File: src/rtl/clk_div_prog_if.sv
// Control and status bundle for the programmable clock divider.
//   en_i   : count enable (master -> divider)
//   load_i : one-cycle request to capture div_i as the pending divisor
//   div_i  : requested divisor
//   clk_o  : divided clock (divider -> master)
//   tick_o : one-cycle strobe per divided period
//   ack_o  : one-cycle pulse when a pending divisor becomes active
//   div_o  : currently active divisor
interface clk_div_prog_if #(
    parameter int WIDTH = 16
);
    logic             en_i;
    logic             load_i;
    logic [WIDTH-1:0] div_i;
    logic             clk_o;
    logic             tick_o;
    logic             ack_o;
    logic [WIDTH-1:0] div_o;

    modport master (
        output en_i, load_i, div_i,
        input  clk_o, tick_o, ack_o, div_o
    );

    modport slave (
        input  en_i, load_i, div_i,
        output clk_o, tick_o, ack_o, div_o
    );
endinterface

File: src/rtl/clk_div_prog.sv
// Runtime-programmable integer clock divider.
// Divides clk_i by D >= 2. clk_o is low for D>>1 cycles and high for the
// rest of each period; tick_o strobes once per period, in the cycle where
// clk_o falls. A loaded divisor is held pending and only becomes active at
// a period boundary, so a change never produces a runt pulse.
// Ports:
//   clk_i  : system clock
//   rst_ni : synchronous active-low reset
//   bus    : control/status bundle (slave side), see clk_div_prog_if
module clk_div_prog #(
    parameter int WIDTH       = 16,
    parameter int DEFAULT_DIV = 2
) (
    input  logic           clk_i,
    input  logic           rst_ni,
    clk_div_prog_if.slave  bus
);
    localparam logic [WIDTH-1:0] DEF_DIV = WIDTH'(DEFAULT_DIV);
    localparam logic [WIDTH-1:0] MIN_DIV = WIDTH'(2);

    // Divisors below 2 cannot form a period with both phases; force to 2.
    function automatic logic [WIDTH-1:0] clamp_div(input logic [WIDTH-1:0] d);
        if (d < MIN_DIV) begin
            clamp_div = MIN_DIV;
        end else begin
            clamp_div = d;
        end
    endfunction

    logic [WIDTH-1:0] cnt_r;
    logic [WIDTH-1:0] div_r;
    logic [WIDTH-1:0] pend_r;
    logic             pend_valid_r;
    logic             clk_r;
    logic             tick_r;
    logic             ack_r;

    logic [WIDTH-1:0] half_s;
    logic             wrap_s;
    logic [WIDTH-1:0] cnt_next_s;

    // Low-phase length, wrap detection and next counter value for the active divisor.
    always_comb begin
        half_s     = {1'b0, div_r[WIDTH-1:1]};
        wrap_s     = (cnt_r == (div_r - WIDTH'(1)));
        cnt_next_s = cnt_r;
        if (wrap_s) begin
            cnt_next_s = {WIDTH{1'b0}};
        end else begin
            cnt_next_s = cnt_r + WIDTH'(1);
        end
    end

    // Counter, output registers and pending/active divisor bookkeeping.
    always_ff @(posedge clk_i) begin
        if (!rst_ni) begin
            cnt_r        <= {WIDTH{1'b0}};
            div_r        <= DEF_DIV;
            pend_r       <= {WIDTH{1'b0}};
            pend_valid_r <= 1'b0;
            clk_r        <= 1'b0;
            tick_r       <= 1'b0;
            ack_r        <= 1'b0;
        end else begin
            if (bus.en_i) begin
                cnt_r  <= cnt_next_s;
                clk_r  <= (cnt_next_s >= half_s);
                // cnt_next is zero only on the wrap, so the wrap alone marks the tick.
                tick_r <= wrap_s;
                // Only a divisor pending before this edge may switch here.
                if (wrap_s && pend_valid_r) begin
                    div_r        <= pend_r;
                    pend_valid_r <= 1'b0;
                    ack_r        <= 1'b1;
                end else begin
                    ack_r <= 1'b0;
                end
            end else begin
                tick_r <= 1'b0;
                ack_r  <= 1'b0;
            end
            // Placed last so a capture on the switching edge re-arms pending.
            if (bus.load_i) begin
                pend_r       <= clamp_div(bus.div_i);
                pend_valid_r <= 1'b1;
            end else begin
                pend_r       <= pend_r;
            end
        end
    end

    assign bus.clk_o  = clk_r;
    assign bus.tick_o = tick_r;
    assign bus.ack_o  = ack_r;
    assign bus.div_o  = div_r;
endmodule

File: src/flat_wrapper.sv
// flat-port wrapper written by rule: the top's interface ports become plain ports
module clk_div_prog_flat 
#(
    parameter int WIDTH       = 16,
    parameter int DEFAULT_DIV = 2
)
  (clk_i, rst_ni, bus_en_i, bus_load_i, bus_div_i, bus_clk_o, bus_tick_o, bus_ack_o, bus_div_o);
  clk_div_prog_if #(.WIDTH(WIDTH)) bus_i ();
  input  logic clk_i;
  input  logic rst_ni;
  input wire logic [$bits(bus_i.en_i)-1:0] bus_en_i;
  input wire logic [$bits(bus_i.load_i)-1:0] bus_load_i;
  input wire logic [$bits(bus_i.div_i)-1:0] bus_div_i;
  output wire logic [$bits(bus_i.clk_o)-1:0] bus_clk_o;
  output wire logic [$bits(bus_i.tick_o)-1:0] bus_tick_o;
  output wire logic [$bits(bus_i.ack_o)-1:0] bus_ack_o;
  output wire logic [$bits(bus_i.div_o)-1:0] bus_div_o;
  assign bus_i.en_i = bus_en_i;
  assign bus_i.load_i = bus_load_i;
  assign bus_i.div_i = bus_div_i;
  assign bus_clk_o = bus_i.clk_o;
  assign bus_tick_o = bus_i.tick_o;
  assign bus_ack_o = bus_i.ack_o;
  assign bus_div_o = bus_i.div_o;
  clk_div_prog #(.WIDTH(WIDTH), .DEFAULT_DIV(DEFAULT_DIV)) u_core (.clk_i(clk_i), .rst_ni(rst_ni), .bus(bus_i));
endmodule
File: config.mk
export PLATFORM = sky130hd
export DESIGN_NAME = clk_div_prog_flat
export DESIGN_NICKNAME = d
export VERILOG_FILES = /design/src/rtl/clk_div_prog_if.sv /design/src/rtl/clk_div_prog.sv /design/src/flat_wrapper.sv
export SDC_FILE = /design/constraint.sdc
export NUM_CORES = 1
export LEC_CHECK = 0
export ABC_AREA = 1
export CAP_MARGIN = 20
export CORE_AREA = 2 2 122 77
export DETAILED_ROUTE_END_ITERATION = 8
export DIE_AREA = 0 0 124 79
export PLACE_DENSITY = 0.67
export SYNTH_ARGS = -nofsm -noshare
export SYNTH_HDL_FRONTEND = slang
export SYNTH_SLANG_ARGS = --single-unit
File: constraint.sdc
create_clock -name clk_i -period 3.8 [get_ports clk_i]
set_input_delay 0.95 -clock clk_i [delete_from_list [all_inputs] [get_ports clk_i]]
set_output_delay 0.95 -clock clk_i [all_outputs]
set_load 0.02 [all_outputs]
==> results of run 1 <==
## cells in the mapped netlist
cell type and n:
clkbuf_4 1, o21ai_0 39, buf_2 4, ha_1 17, nand3_4 1, nor2_1 54
inv_1 51, a211oi_1 1, nor3_1 7, nand4_1 27, o21bai_1 1, nand3b_1 6
nand2_2 7, or2_2 1, nor4_1 3, nor2_4 4, buf_12 1, xor2_2 1
clkinv_1 2, nor2_2 5, buf_4 1, buf_6 3, or2_1 3, a31o_2 1
nand3_2 3, xor2_1 11, nand2_4 1, xnor2_1 11, clkbuf_1 10, dfxtp_1 52
inv_2 5, a21oi_1 39, and2_1 1, o21ai_2 2, nand2_1 90, nand3_1 21
## metal layers
metal / share of wire, % / wire length, um
met5: 0 / 0
met4: 0.50 / 47
met3: 8.6 / 801
met2: 39 / 3663
met1: 52 / 4795
## metrics by stage
stage | cells | hold WS, ns | utilization, %
3_3_place_gp | 627 | 0.4796 | 43.33
4_1_cts | 635 | 0.4911 | 45.07
5_1_grt | 635 | 0.5263 | 45.07
2_1_floorplan | 487 | 0.4612 | -
3_5_place_dp | 627 | 0.4783 | 43.33
6_report | 635 | 0.4948 | 45.07
## worst reg2reg max path, delay by kind of cell (launching register included)
kind                       cells  cell delay, ns
buffers and inverters          4            0.40
and+or+nand+nor               22            1.66
DFF                            1            0.36
adders and majority gates      2            0.53
AOI/OAI and AO/OA              1            0.15
## layout make-up
| class | count | area, sq um |
|---|---|---|
| inverter | 58 | 217.7 |
| clock inverter | 3 | 27.53 |
| clock buffer | 5 | 125.1 |
| tap | 116 | 145.1 |
| sequential | 52 | 1041 |
| timing repair buffer | 44 | 425.4 |
| multi-input combinational | 357 | 1977 |
| fill | 931 | 4825 |
## cell families after synthesis
group	count (synthesis)	share of synthesized area, %
xor+xnor	23	6.215
buf+inv	78	10.23
compound gates	83	12.84
flops	52	30.96
simple gates	234	33.42
fa+ha+maj	17	6.327
## worst max-delay path by stage
stage / start / to / slack (ns) / cells after the start
after floorplan: u_core.bus.div_o[0]$_SDFFE_PN0P_ / u_core.bus.clk_o$_SDFFE_PN0P_ / 0.84 / 25
after global placement: u_core.bus.div_o[0]$_SDFFE_PN0P_ / u_core.bus.clk_o$_SDFFE_PN0P_ / 0.61 / 26
after detailed placement: u_core.bus.div_o[0]$_SDFFE_PN0P_ / u_core.bus.clk_o$_SDFFE_PN0P_ / 0.62 / 29
after CTS: u_core.bus.div_o[0]$_SDFFE_PN0P_ / u_core.bus.clk_o$_SDFFE_PN0P_ / 0.62 / 31
after global routing: u_core.bus.div_o[0]$_SDFFE_PN0P_ / u_core.bus.clk_o$_SDFFE_PN0P_ / 0.21 / 27
final: u_core.bus.div_o[0]$_SDFFE_PN0P_ / u_core.bus.clk_o$_SDFFE_PN0P_ / 0.59 / 29
## cell usage in the layout, fill, tap and decap left out
cell | synthesis | final
nor2_4 | 4 | 4
buf_4 | 1 | 6
nand2_1 | 90 | 90
ha_1 | 17 | 17
nand4_1 | 27 | 27
nor2_2 | 5 | 5
xnor2_1 | 11 | 11
nand3_1 | 21 | 21
clkinv_4 | 0 | 1
xor2_2 | 1 | 1
a211oi_1 | 1 | 1
or2_2 | 1 | 1
clkinvlp_4 | 0 | 1
dfxtp_1 | 52 | 52
inv_2 | 5 | 5
inv_1 | 51 | 51
o21ai_2 | 2 | 2
clkdlybuf4s50_1 | 0 | 38
o21ai_0 | 39 | 39
xor2_1 | 11 | 11
clkinv_1 | 2 | 2
nor3_1 | 7 | 7
nand3_4 | 1 | 1
or2_1 | 3 | 3
inv_8 | 0 | 1
nand2_4 | 1 | 1
nor2_1 | 54 | 54
and2_1 | 1 | 1
a31o_2 | 1 | 1
clkbuf_16 | 0 | 5
nand2_2 | 7 | 7
nand3_2 | 3 | 3
nand3b_1 | 6 | 6
o21bai_1 | 1 | 1
a21oi_1 | 39 | 39
nor4_1 | 3 | 3
## sequential cells by signal (all words and copies together), names as in the netlist
register	cells
u_core.pend_r	16
u_core.cnt_r	16
u_core.bus.tick_o	1
u_core.bus.ack_o	1
u_core.bus.div_o	16
u_core.pend_valid_r	1
u_core.bus.clk_o	1
## where the power goes
group / internal [mW] / switching [mW] / total, mW
registers: 0.570 / 0.0308 / 0.601
clock network: 0.250 / 0.222 / 0.472
logic: 0.0840 / 0.113 / 0.197
==> impl_metrics.yaml, run 1 <==
grt:
  grt_max_degree: 36
  grt_use_met1_pct: 30.75
  antenna_found_initial: 0
  grtUsageMet3_pct: 6.322
  grt_pass1_wl_um: 15500
  grtUsageMet2_pct: 28.24
  grtUsageTotal_pct: 20.42
  grt_pass1_vias: 3051
  grt_remaining_overflow: 0
  grt_busiest_layer: "met1"
route:
  drc: 0
  dr.pass1.iters: 5
  drt_iter0_drc: 200
  via_per_inst: 5.187
  wl_per_cell_um: 14.66
  drt-total-wl_um: 9309
  ant_nets: 0
  vias: 3294
synthesis:
  syn_area_per_cell_sq_um: 6.903
  synth_largest_area_cell: "dfxtp_1"
  ys_ff_latch: 52
  synth_area_leaders: "dfxtp_1 (31%), nand2_1 (10%), ha_1 (6.3%)"
  synthCells: 487
  synth.cell_area_sq_um: 3362
  seq_area_frac_synth_pct: 30.96
  syn-num-nets: 524
  yosysWarnings: 0
  synth_top_area_share_pct: 30.96
  ys_types: 36
setup_path:
  critPathCaptureType: "flop"
  cp_num_buf_inv: 4
  path_delay_family: "simple AND/OR/NAND/NOR gates"
  critical_path.max_fanout: 14
  max_stage_delay_ns: 0.36
  cp-start-kind: "flop"
  critical-path-slowest-cell: "dfxtp_1"
  arrival_ns: 3.40
  r2r_end: "u_core.bus.clk_o$_SDFFE_PN0P_"
  criticalPathCategory: "reg2reg"
  reg2reg_depth: 29
  critPathMostFrequentCell: "nand2_1"
  cp.required_ns: 3.99
  reg2reg_slack_ns: 0.59
  r2r-start: "u_core.bus.div_o[0]$_SDFFE_PN0P_"
hold_path:
  hold_depth: 2
  hold_start: "u_core.pend_r[7]$_SDFFE_PN0P_"
  holdPathEnd: "u_core.bus.div_o[7]$_SDFFE_PN0P_"
  hold_class: "reg2reg"
floorplanning:
  die-width_um: 124
  dieArea_sq_um: 9796
  core_area_sq_um: 8783
  io_pins: 39
  rows: 27
  initial_utilization_pct: 38.28
  die_y_um: 79
power:
  p_leak_nw: 1.708
  total_power_mw: 1.270
  powerDensity_nw_per_um2: 320.9
  ir_worst_vdd_mv: 0.1956
clock_tree:
  h-tree-depth: 2
  clk_path_buf_depth: 2
  hold_buffers: 0
  cts.sinks: 52
  clockRootBuffer: "clkbuf_16"
  clk_pin_slew_worst_paths_ns: 0.07
  cts_made_buffers: 5
  cts_tree: "built"
  postCtsSetupBuffers: 0
  insertion_delay_ns: 0.30
  cts_resized: 0
placement:
  postPlaceCellArea_sq_um: 3806
  place_hpwl_um: 7212
  io_buffers: 38
  pre_cts_ws_ns: 0.6182
  place.gp.congestion: 0.9106
sta:
  maxSlewViolCount: 0
  rsz0062_at_grt: "no"
  fin_crit_sh_pct: 84.36
  worst_slew_pin_slew_ns: 0.6541
  setup_slack_ns: 0.5942
  clock_skew_ns: 0.004113
  relSlewSlack_pct: 56.33
  max_freq_mhz: 311.9
  tns_ns: 0
  finalWorstPathRequiredPeriod_ns: 3.206
  hold_viol_final: 0
  setup_violations: 0
cells_and_area:
  syn_to_final_growth_pct: 17.75
  antennaDiodeCount: 0
  finalNetCount: 555
  final_area_sq_um: 3959
  drive_gt1_share_pct: 8.671
run_status:
  outcome: "completed"
run:
  drv_cap: 0
Note: power is estimated with default switching activity, not from simulation.
==> run 2, diff against run 1 <==
==> constraint.sdc (replaced) <==
create_clock -name clk_i -period 3.1 [get_ports clk_i]
set_input_delay 0.775 -clock clk_i [delete_from_list [all_inputs] [get_ports clk_i]]
set_output_delay 0.775 -clock clk_i [all_outputs]
set_load 0.02 [all_outputs]
==> run 2 against run 1 <==
Against the previous run:
- the flow now finishes with violations (negative setup slack)
- via count up 4.7%
- fmax up 3.3%
- highest routed layer unchanged
- count of clock-buffer cells in the layout up 1
- worst hold slack worse by 0.018 ns
- wire length up 3.7%
- die area unchanged
- largest cell class unchanged
- first-iteration DRC count up 9.5%
- global-route usage down 0.71 points
- combinational power up 44%
- critical path depth down 4
- non-clock buffer count up 21
- final area up 9.1%
==> impl_metrics.yaml, run 2 (same netlist as run 1, synthesis figures left out) <==
route:
  via_per_inst: 5.258
  ant_nets: 0
  drt_iter0_drc: 219
  top_layer_used: "met4"
  drc: 0
  vias: 3449
  dr.pass1.iters: 4
  wl_per_cell_um: 14.71
  m1WireLength_um: 4921
  dr_wl_met2_um: 3895
  met3_length_um: 689
  drt-total-wl_um: 9649
setup_path:
  cp.required_ns: 3.29
  critical_path.max_fanout: 8
  crit_end: "u_core.bus.clk_o$_SDFFE_PN0P_"
  startpoint: "u_core.bus.div_o[1]$_SDFFE_PN1P_"
  r2r-start: "u_core.bus.div_o[1]$_SDFFE_PN1P_"
  reg2reg_depth: 25
  reg2reg_slack_ns: -0.003
  cp-start-kind: "flop"
  r2r_end: "u_core.bus.clk_o$_SDFFE_PN0P_"
  criticalPathCategory: "reg2reg"
  arrival_ns: 3.29
  critPathCaptureType: "flop"
cells_and_area:
  finalNetCount: 576
  drive_gt1_share_pct: 20.19
  syn_to_final_growth_pct: 28.43
  final_common_cell: "nand2_1"
  final_area_sq_um: 4318
  mostFrequentLayoutCells: "nand2_1 (83), inv_1 (48), dfxtp_1 (45)"
  antennaDiodeCount: 0
floorplanning:
  rows: 27
  die-width_um: 124
  initial_utilization_pct: 38.28
  die_y_um: 79
  dieArea_sq_um: 9796
  core_area_sq_um: 8783
  io_pins: 39
sta:
  setup_violations: 1
  clock_skew_ns: 0.01050
  finalWorstPathRequiredPeriod_ns: 3.103
  hold_viol_final: 0
  worst_slew_pin_slew_ns: 0.6738
  fin_crit_sh_pct: 100.1
  max_freq_mhz: 322.3
  rsz0062_at_grt: "yes"
  maxSlewViolCount: 0
  timing.hold.ws_ns: 0.4764
  relSlewSlack_pct: 55.02
  setup_slack_ns: -0.002842
grt:
  grt_pass1_wl_um: 14950
  grt_remaining_overflow: 0
  grt_pass1_vias: 2972
  antenna_found_initial: 0
  grt_max_degree: 35
  grtUsageTotal_pct: 19.71
clock_tree:
  h-tree-depth: 2
  hold_buffers: 0
  clk_path_buf_depth: 2
  clk_pin_slew_worst_paths_ns: 0.08
  clockRootBuffer: "clkbuf_16"
  insertion_delay_ns: 0.30
  cts_tree: "built"
  cts_made_buffers: 5
  cts.sinks: 52
placement:
  place.gp.congestion: 0.9389
  io_buffers: 38
  place_hpwl_um: 6966
  postPlaceCellArea_sq_um: 3874
  pre_cts_ws_ns: -0.1314
power:
  p_seq_share_pct: 46.1
  p_sw_mw: 0.4703
  p_sw_share_pct: 29.45
  ir_worst_vdd_mv: 0.2400
  p_int_mw: 1.127
  powerDensity_nw_per_um2: 369.9
  combPwrFrac_pct: 17.8
  clockPowerShare_pct: 36.2
  p_leak_nw: 1.831
run_status:
  violations: "negative setup slack"
  outcome: "finished, violations left"
hold_path:
  hold_class: "reg2reg"
  hold_depth: 2
run:
  drv_cap: 0
[run 2: cell types whose count changed in the layout (fill, tap and decap cells not counted), moves of 3 or more]
cell | previous run | this run
nand3_1 | 21 | 16
dfxtp_2 | 0 | 6
buf_4 | 6 | 26
ha_4 | 0 | 6
dfxtp_1 | 52 | 45
inv_1 | 51 | 48
nand2_2 | 7 | 13
ha_1 | 17 | 10
nand3_2 | 3 | 7
nand2_1 | 90 | 83
nor2_1 | 54 | 44
nor2_2 | 5 | 14
[run 2: cell type report]
type                       count  area (sq um)
fill                         892          4466
clock buffer                   6         128.9
tap                          116         145.1
sequential                    52          1052
timing repair buffer          65         586.8
inverter                      58         222.7
clock inverter                 2         13.76
multi-input combinational    357          2168
[run 2: worst min-delay path by stage]
stage / start / end / slack [ns]
2_1_floorplan: u_core.pend_r[10]$_SDFFE_PN0P_ / u_core.bus.div_o[10]$_SDFFE_PN0P_ / 0.46
3_3_place_gp: u_core.pend_r[9]$_SDFFE_PN0P_ / u_core.bus.div_o[9]$_SDFFE_PN0P_ / 0.48
3_5_place_dp: u_core.pend_r[9]$_SDFFE_PN0P_ / u_core.bus.div_o[9]$_SDFFE_PN0P_ / 0.48
4_1_cts: u_core.pend_r[7]$_SDFFE_PN0P_ / u_core.bus.div_o[7]$_SDFFE_PN0P_ / 0.49
5_1_grt: u_core.pend_r[7]$_SDFFE_PN0P_ / u_core.bus.div_o[7]$_SDFFE_PN0P_ / 0.50
6_report: u_core.pend_r[7]$_SDFFE_PN0P_ / u_core.bus.div_o[7]$_SDFFE_PN0P_ / 0.48
[run 2: power groups by stage]
stage               clock network (mW)  registers, mW  logic, mW
floorplan                            0          0.736      0.175
global placement                     0          0.748      0.234
detailed placement                   0          0.749      0.239
CTS                              0.583          0.734      0.242
global route                     0.616          0.740      0.316
finish                           0.578          0.736      0.284
[run 2: per-layer routing]
metal | track usage [%] | vias to the layer above
li1 | - | 1707
met1 | 30.46 | 1618
met2 | 26.32 | 107
met3 | 5.101 | 17
met4 | 5.393 | 0
met5 | 0 | -
[run 2: metrics by stage]
stage / power [mW] / setup TNS, ns / util [%] / std cells
after CTS: 1.559 / 0 / 46.00 / 645
after detailed placement: 0.9881 / -0.1314 / 44.10 / 636
final: 1.597 / -0.002842 / 49.16 / 656
after global routing: 1.672 / -0.1953 / 49.16 / 656
after floorplan: 0.9110 / 0 / - / 487
after global placement: 0.9824 / -0.03394 / 44.10 / 636
[run 2: what timing repair did]
| action | CTS | global route |
|---|---|---|
| setup buffers | 1 | 11 |
| cloned | 0 | 0 |
| pin swaps | 2 | 33 |
| setup endpoints to repair | 1 | 1 |
| resized for setup | 4 | 48 |
[run 2: worst max-delay path: stages, from the launching register on]
cell and delay, ns:
dfxtp_4 0.37, inv_4 0.06, ha_4 0.15, nand3_4 0.12, nor2_4 0.20, xor2_2 0.20
nand4_1 0.13, nor2_2 0.17, nand3_4 0.18, nand3_2 0.15, inv_1 0.07, ha_4 0.22
a21oi_1 0.13, nand2_1 0.06, nand2_1 0.05, nand2_1 0.05, nand2_1 0.07, nand2_1 0.05
nand2_1 0.08, nand2_2 0.07, nand2_1 0.08, nand2_1 0.04, nand2_1 0.06, nand2_1 0.04
nor2_1 0.12, nor2_1 0.06
